### config.mk
export PLATFORM = sky130hd
export DESIGN_NAME = relu_out_packer
export DESIGN_NICKNAME = d
export VERILOG_FILES = /design/src/rtl/relu_out_packer.sv
export SDC_FILE = /design/constraint.sdc
export NUM_CORES = 1
export LEC_CHECK = 0
export BUFFER_PORTS_ARGS = -buffer_cell sky130_fd_sc_hd__clkbuf_2
export CAP_MARGIN = 40
export CORE_ASPECT_RATIO = 1.25
export CORE_MARGIN = 2
export CORE_UTILIZATION = 50
export CTS_CLUSTER_SIZE = 20
export DETAILED_ROUTE_END_ITERATION = 8
export PLACE_DENSITY = 0.74
export SLEW_MARGIN = 10
export SYNTH_ARGS = -nofsm -noshare
export SYNTH_HDL_FRONTEND = slang
export SYNTH_SLANG_ARGS = --single-unit
### constraint.sdc
create_clock -name clk -period 4.96 [get_ports clk]
set_input_delay 0.992 -clock clk [delete_from_list [all_inputs] [get_ports clk]]
set_output_delay 0.992 -clock clk [all_outputs]
set_load 0.02 [all_outputs]
### src/rtl/relu_out_packer.sv
// Requantizes post-ReLU values to OUT_WID bits and packs LANES of them per word.
// Packed words go through a show-ahead FIFO, each tagged with its feature-map SRAM word address.
module relu_out_packer #(
  parameter int DATA_WID   = 16,
  parameter int OUT_WID    = 8,
  parameter int LANES      = 4,
  parameter int FIFO_DEPTH = 8,
  parameter int ADDR_WID   = 10
) (
  input  logic                          clk,
  input  logic                          reset,
  input  logic [3:0]                    cfg_shift,
  input  logic [ADDR_WID-1:0]           cfg_base_addr,
  input  logic                          start,
  input  logic                          in_valid,
  input  logic [DATA_WID-1:0]           in_data,
  input  logic                          in_last,
  output logic                          out_valid,
  input  logic                          out_ready,
  output logic [LANES*OUT_WID-1:0]      out_data,
  output logic [ADDR_WID-1:0]           out_addr,
  output logic                          out_last,
  output logic [$clog2(FIFO_DEPTH):0]   fifo_count,
  output logic                          overflow
);

  localparam int LANE_W = (LANES > 1) ? $clog2(LANES) : 1;
  localparam int PTR_W  = $clog2(FIFO_DEPTH);
  localparam int CNT_W  = PTR_W + 1;
  localparam int WORD_W = LANES * OUT_WID;

  // Rounding right shift at DATA_WID+1 bits so the rounding add never wraps.
  function automatic logic [OUT_WID-1:0] requant(input logic [DATA_WID-1:0] v,
                                                 input logic [3:0]          sh);
    logic [DATA_WID:0]   rnd;
    logic [DATA_WID:0]   sum;
    logic [DATA_WID:0]   r;
    logic [OUT_WID-1:0]  res;
    if (sh == 4'd0) begin
      rnd = '0;
    end else begin
      rnd = {{DATA_WID{1'b0}}, 1'b1} << (sh - 4'd1);
    end
    sum = {1'b0, v} + rnd;
    r   = sum >> sh;
    if (v[DATA_WID-1]) begin
      res = '0;
    end else if (r > {{(DATA_WID+1-OUT_WID){1'b0}}, {OUT_WID{1'b1}}}) begin
      res = '1;
    end else begin
      res = r[OUT_WID-1:0];
    end
    return res;
  endfunction

  logic [LANE_W-1:0]   lane_idx_q, lane_idx_d;
  logic [WORD_W-1:0]   partial_q, partial_d;
  logic [ADDR_WID-1:0] addr_q, addr_d;
  logic [PTR_W-1:0]    wr_ptr_q, wr_ptr_d;
  logic [PTR_W-1:0]    rd_ptr_q, rd_ptr_d;
  logic [CNT_W-1:0]    count_q, count_d;
  logic                overflow_q, overflow_d;
  logic [WORD_W-1:0]   mem_data_q [FIFO_DEPTH];
  logic [WORD_W-1:0]   mem_data_d [FIFO_DEPTH];
  logic [ADDR_WID-1:0] mem_addr_q [FIFO_DEPTH];
  logic [ADDR_WID-1:0] mem_addr_d [FIFO_DEPTH];
  logic                mem_last_q [FIFO_DEPTH];
  logic                mem_last_d [FIFO_DEPTH];

  logic [OUT_WID-1:0]  q_s;
  logic [LANE_W-1:0]   lane_eff_s;
  logic [WORD_W-1:0]   word_s;
  logic [ADDR_WID-1:0] addr_eff_s;
  logic                complete_s;
  logic                push_s;
  logic [PTR_W-1:0]    wr_eff_s;
  logic [PTR_W-1:0]    rd_eff_s;
  logic [CNT_W-1:0]    cnt_eff_s;
  logic                full_s;
  logic                pop_s;
  logic                push_ok_s;
  logic                drop_s;

  // start acts as an implicit flush before this cycle's input is folded in.
  always_comb begin
    q_s        = requant(in_data, cfg_shift);
    lane_eff_s = start ? '0 : lane_idx_q;
    addr_eff_s = start ? cfg_base_addr : addr_q;
    word_s     = start ? '0 : partial_q;
    for (int i = 0; i < LANES; i++) begin
      if (lane_eff_s == LANE_W'(i)) begin
        word_s[i*OUT_WID +: OUT_WID] = q_s;
      end else begin
        word_s[i*OUT_WID +: OUT_WID] = word_s[i*OUT_WID +: OUT_WID];
      end
    end
    complete_s = (lane_eff_s == LANE_W'(LANES - 1)) || in_last;
    push_s     = in_valid && complete_s;

    lane_idx_d = lane_eff_s;
    partial_d  = start ? '0 : partial_q;
    addr_d     = addr_eff_s;
    if (in_valid && complete_s) begin
      lane_idx_d = '0;
      partial_d  = '0;
      addr_d     = addr_eff_s + ADDR_WID'(1);
    end else if (in_valid) begin
      lane_idx_d = lane_eff_s + LANE_W'(1);
      partial_d  = word_s;
    end else begin
      lane_idx_d = lane_eff_s;
    end
  end

  // FIFO bookkeeping; a full FIFO still accepts a push when the head pops this cycle.
  always_comb begin
    wr_eff_s   = start ? '0 : wr_ptr_q;
    rd_eff_s   = start ? '0 : rd_ptr_q;
    cnt_eff_s  = start ? '0 : count_q;
    full_s     = (cnt_eff_s == CNT_W'(FIFO_DEPTH));
    pop_s      = out_valid && out_ready && !start;
    push_ok_s  = push_s && (!full_s || pop_s);
    drop_s     = push_s && full_s && !pop_s;

    mem_data_d = mem_data_q;
    mem_addr_d = mem_addr_q;
    mem_last_d = mem_last_q;
    if (push_ok_s) begin
      mem_data_d[wr_eff_s] = word_s;
      mem_addr_d[wr_eff_s] = addr_eff_s;
      mem_last_d[wr_eff_s] = in_last;
      wr_ptr_d             = wr_eff_s + PTR_W'(1);
    end else begin
      wr_ptr_d = wr_eff_s;
    end

    if (pop_s) begin
      rd_ptr_d = rd_eff_s + PTR_W'(1);
    end else begin
      rd_ptr_d = rd_eff_s;
    end

    if (push_ok_s && !pop_s) begin
      count_d = cnt_eff_s + CNT_W'(1);
    end else if (pop_s && !push_ok_s) begin
      count_d = cnt_eff_s - CNT_W'(1);
    end else begin
      count_d = cnt_eff_s;
    end

    if (drop_s) begin
      overflow_d = 1'b1;
    end else begin
      overflow_d = start ? 1'b0 : overflow_q;
    end
  end

  // State registers with synchronous active-low reset.
  always_ff @(posedge clk) begin
    if (!reset) begin
      lane_idx_q <= '0;
      partial_q  <= '0;
      addr_q     <= '0;
      wr_ptr_q   <= '0;
      rd_ptr_q   <= '0;
      count_q    <= '0;
      overflow_q <= 1'b0;
      for (int i = 0; i < FIFO_DEPTH; i++) begin
        mem_data_q[i] <= '0;
        mem_addr_q[i] <= '0;
        mem_last_q[i] <= 1'b0;
      end
    end else begin
      lane_idx_q <= lane_idx_d;
      partial_q  <= partial_d;
      addr_q     <= addr_d;
      wr_ptr_q   <= wr_ptr_d;
      rd_ptr_q   <= rd_ptr_d;
      count_q    <= count_d;
      overflow_q <= overflow_d;
      mem_data_q <= mem_data_d;
      mem_addr_q <= mem_addr_d;
      mem_last_q <= mem_last_d;
    end
  end

  // Head entry is shown directly from storage and forced to zero when empty.
  always_comb begin
    out_valid  = (count_q != '0);
    fifo_count = count_q;
    overflow   = overflow_q;
    if (out_valid) begin
      out_data = mem_data_q[rd_ptr_q];
      out_addr = mem_addr_q[rd_ptr_q];
      out_last = mem_last_q[rd_ptr_q];
    end else begin
      out_data = '0;
      out_addr = '0;
      out_last = 1'b0;
    end
  end

endmodule
==> out/results.ini <==
[die]
initial_core_util_pct=50.3
die_y_um=225
num_io_pins=85
die-area_mm2=0.0408
die_w_um=181
rows=81
core_area_mm2=0.0389

[power_and_ir_drop]
p_per_area_mw_per_mm2=315
finalPower_mw=7.01
leakage_nw=8.96
ir_worst_vdd_v=0.000195

[placement]
port_buffers=84
dpl_cell_area_mm2=0.0210
dpl.hpwl_mm=39.2
pre_cts_slack_ps=-163
place_congestion=0.930
dp.cells=2651

[worst_setup_path]
cp.required_ps=5370
slowest_delay_ps=460
cp_slowest_cell=a41oi_1
startpoint=cfg_shift[1]
path_max_fanout=17
path_class=input pin to flip-flop
crit_chain=clkbuf_2 > inv_1 > nand2_1 > nor3_1 > ha_1 > inv_1 > fa_1 > nand2b_1 > a21oi_1 > o21ai_0 > or3_1 > a41oi_1 > a2111o_1 > o221ai_1 > and4b_1 > buf_12 > a2bb2oi_2 > a21oi_1
cp.arrival_ps=4930
start_kind=input pin
r2r_end=mem_data_q[118]
end_kind=flip-flop
ff2ff_path_depth=11
r2r_start=fifo_count[1]
reg2reg_slack_ps=1760

[synth]
synthTopCellsByArea=dfxtp_1 41%, mux4_2 10%, o21ai_0 7.3%
synth_commonest_cells=399 x dfxtp_1, 284 x o21ai_0, 221 x nand2_1, 155 x clkbuf_1, 146 x a21oi_1
avgSynthCellArea_um2=9.13
ys.flop_type=dfxtp_1
synth_top_area_cell=dfxtp_1
netlist_instances=2146
ys.warnings.count=0
yosysMostFrequentCell=dfxtp_1
synth_edf_count=0
synth_area_mm2=0.0196
yosysSeqAreaShare_pct=40.8
synth_top_area_share_pct=40.8
ys_seq_elements=399
yosysUniqueCellTypes=80
async_flop_share_pct=0
synth_nets=2208

[routing]
drt-wirelength-per-cell_um=21.6
dr.first_iter.drc_count=1670
antenna_left=0
drtPass1Iterations=7
vias=17609
drt_wl_total_mm=58.7
vias_per_cell=6.48
drc=0

[sta]
fin_crit_sh_pct=91.3
rsz0062_at_grt=false
maxSlewViolCount=0
whs_ps=452
timing_hold_violations_final=0
setup_viol=0
timing.final.ws_setup_ps=433
fin_skew_ps=22.8
fmax_ghz=0.221
tightest_slew_ps=834
slew-limit-headroom_pct=42.8
fin_crit_ps=4530
setup_tns_ps=0

[finish]
fin_util_pct=57.2
layout.nets=2256
diodes=0
synthToLayoutAreaGrowth_pct=13.7
drive_gt1_share_pct=18.3
n_fill_cell=3391
final_cells=2719
finalInstanceArea_mm2=0.0223

[clocking]
cts.sinks=399
htreeDepth=2
cts-resized-gates=0
cts_tree=built
cts.path.max_buffers=3
numCtsBuffers=38
insertion_delay_ps=540
cts_setup_buffers=0
cts_root_buf=clkbuf_16
cts.clk_slew.worst_paths_ps=60
holdBufCountCts=0

[global_route]
grt-ovfl-total=0
grt_pass1_wl_mm=92.6
grt_pass1_vias=17144
grt_max_degree=127
antenna_found_initial=1
grt_usage_pct=28.4

[job]
cap_viol_max_count=0

[min_path]
hold_depth=2
min_from=mem_data_q[1]
holdPathEnd=mem_data_q[1]
hp-class=flip-flop to flip-flop

[run_status]
status=finished, final reports clean

[cell usage in the layout, fill, tap and decap left out, types with 9 or more instances in the layout]
master     count
or3_1         17
buf_12        12
a221oi_1      16
o211a_1       83
a2bb2oi_2     12
buf_4         99
clkbuf_16     39
ha_1          25
o21a_1        13
clkbuf_8       9
nand4_1       14
nand3_1       42
a31oi_1       96
nor3_1        56
and3_1        15
mux4_2        87
inv_1         28
a21oi_1      146
dfxtp_1      396
xnor2_1       14
nand2_1      221
a21o_1         9
nor2_1       115
o21ai_1       22
and2_1        22
a21boi_0       9
a211oi_1      12
mux2i_1       57
clkbuf_2      83
clkbuf_1       9
o21ai_0      283
o21ai_2       11
[final cells by class]
cell class	instances	area, µm²	area share [%]
Multi-Input combinational cell	1528	10800	48.5
Sequential cell	399	8000	35.9
Timing Repair Buffer	198	1470	6.59
Clock buffer	57	1130	5.09
Tap cell	498	623	2.80
Clock inverter	10	129	0.579
Inverter	29	109	0.489
[how the worst max path moves through the flow]
stage | to | slack [ps] | cells after the start
CTS | mem_data_q[154] | 420 | 18
global route | mem_data_q[157] | 100 | 18
finish | mem_data_q[105] | 430 | 18
detailed placement | mem_data_q[154] | -160 | 18
floorplan | mem_data_q[84] | 290 | 18
global placement | mem_data_q[186] | -80 | 18
[power by group]
part	internal, mW	leakage [nW]	switching, mW
Clock	1.74	0.626	1.24
Sequential	3.24	3.22	0.0257
Combinational	0.270	5.11	0.499
Total	5.24	8.96	1.77
[per-layer routing]
layer / track usage, % / routed length, µm / vias up
li1: - / - / 8107
met1: 32.7 / 21800 / 8537
met2: 52.3 / 30200 / 795
met3: 4.23 / 4320 / 168
met4: 12.3 / 2410 / 2
met5: 0 / 13 / -
[worst max-delay path: cells and delay by family]
kind	cells	cell delay, ps
buf+inv	4	420
simple gates	5	1230
fa+ha+maj	2	630
compound gates	7	1630
[flip-flops by register name, summed over array words and instances (netlist names)]
signal and flops:
mem_data_q 256, overflow 1, wr_ptr_q 3, partial_q 32
addr_q 10, lane_idx_q 2, mem_addr_q 80, fifo_count 4
rd_ptr_q 3, mem_last_q 8
[kinds of logic (layout without fill, tap and decap cells)]
| group | Yosys count | after routing | share of synthesized area (%) |
|---|---|---|---|
| multiplexers | 145 | 145 | 13.0 |
| XOR/XNOR | 23 | 23 | 1.07 |
| other | 1 | 1 | 0.0191 |
| adder cells (fa/ha/maj) | 26 | 26 | 1.70 |
| flip-flops | 399 | 399 | 40.8 |
| AO/OA/AOI/OAI | 787 | 787 | 26.5 |
| buffers and inverters | 219 | 294 | 4.34 |
| AND/OR/NAND/NOR | 546 | 546 | 12.6 |
Power figures use the tool's default switching activity.
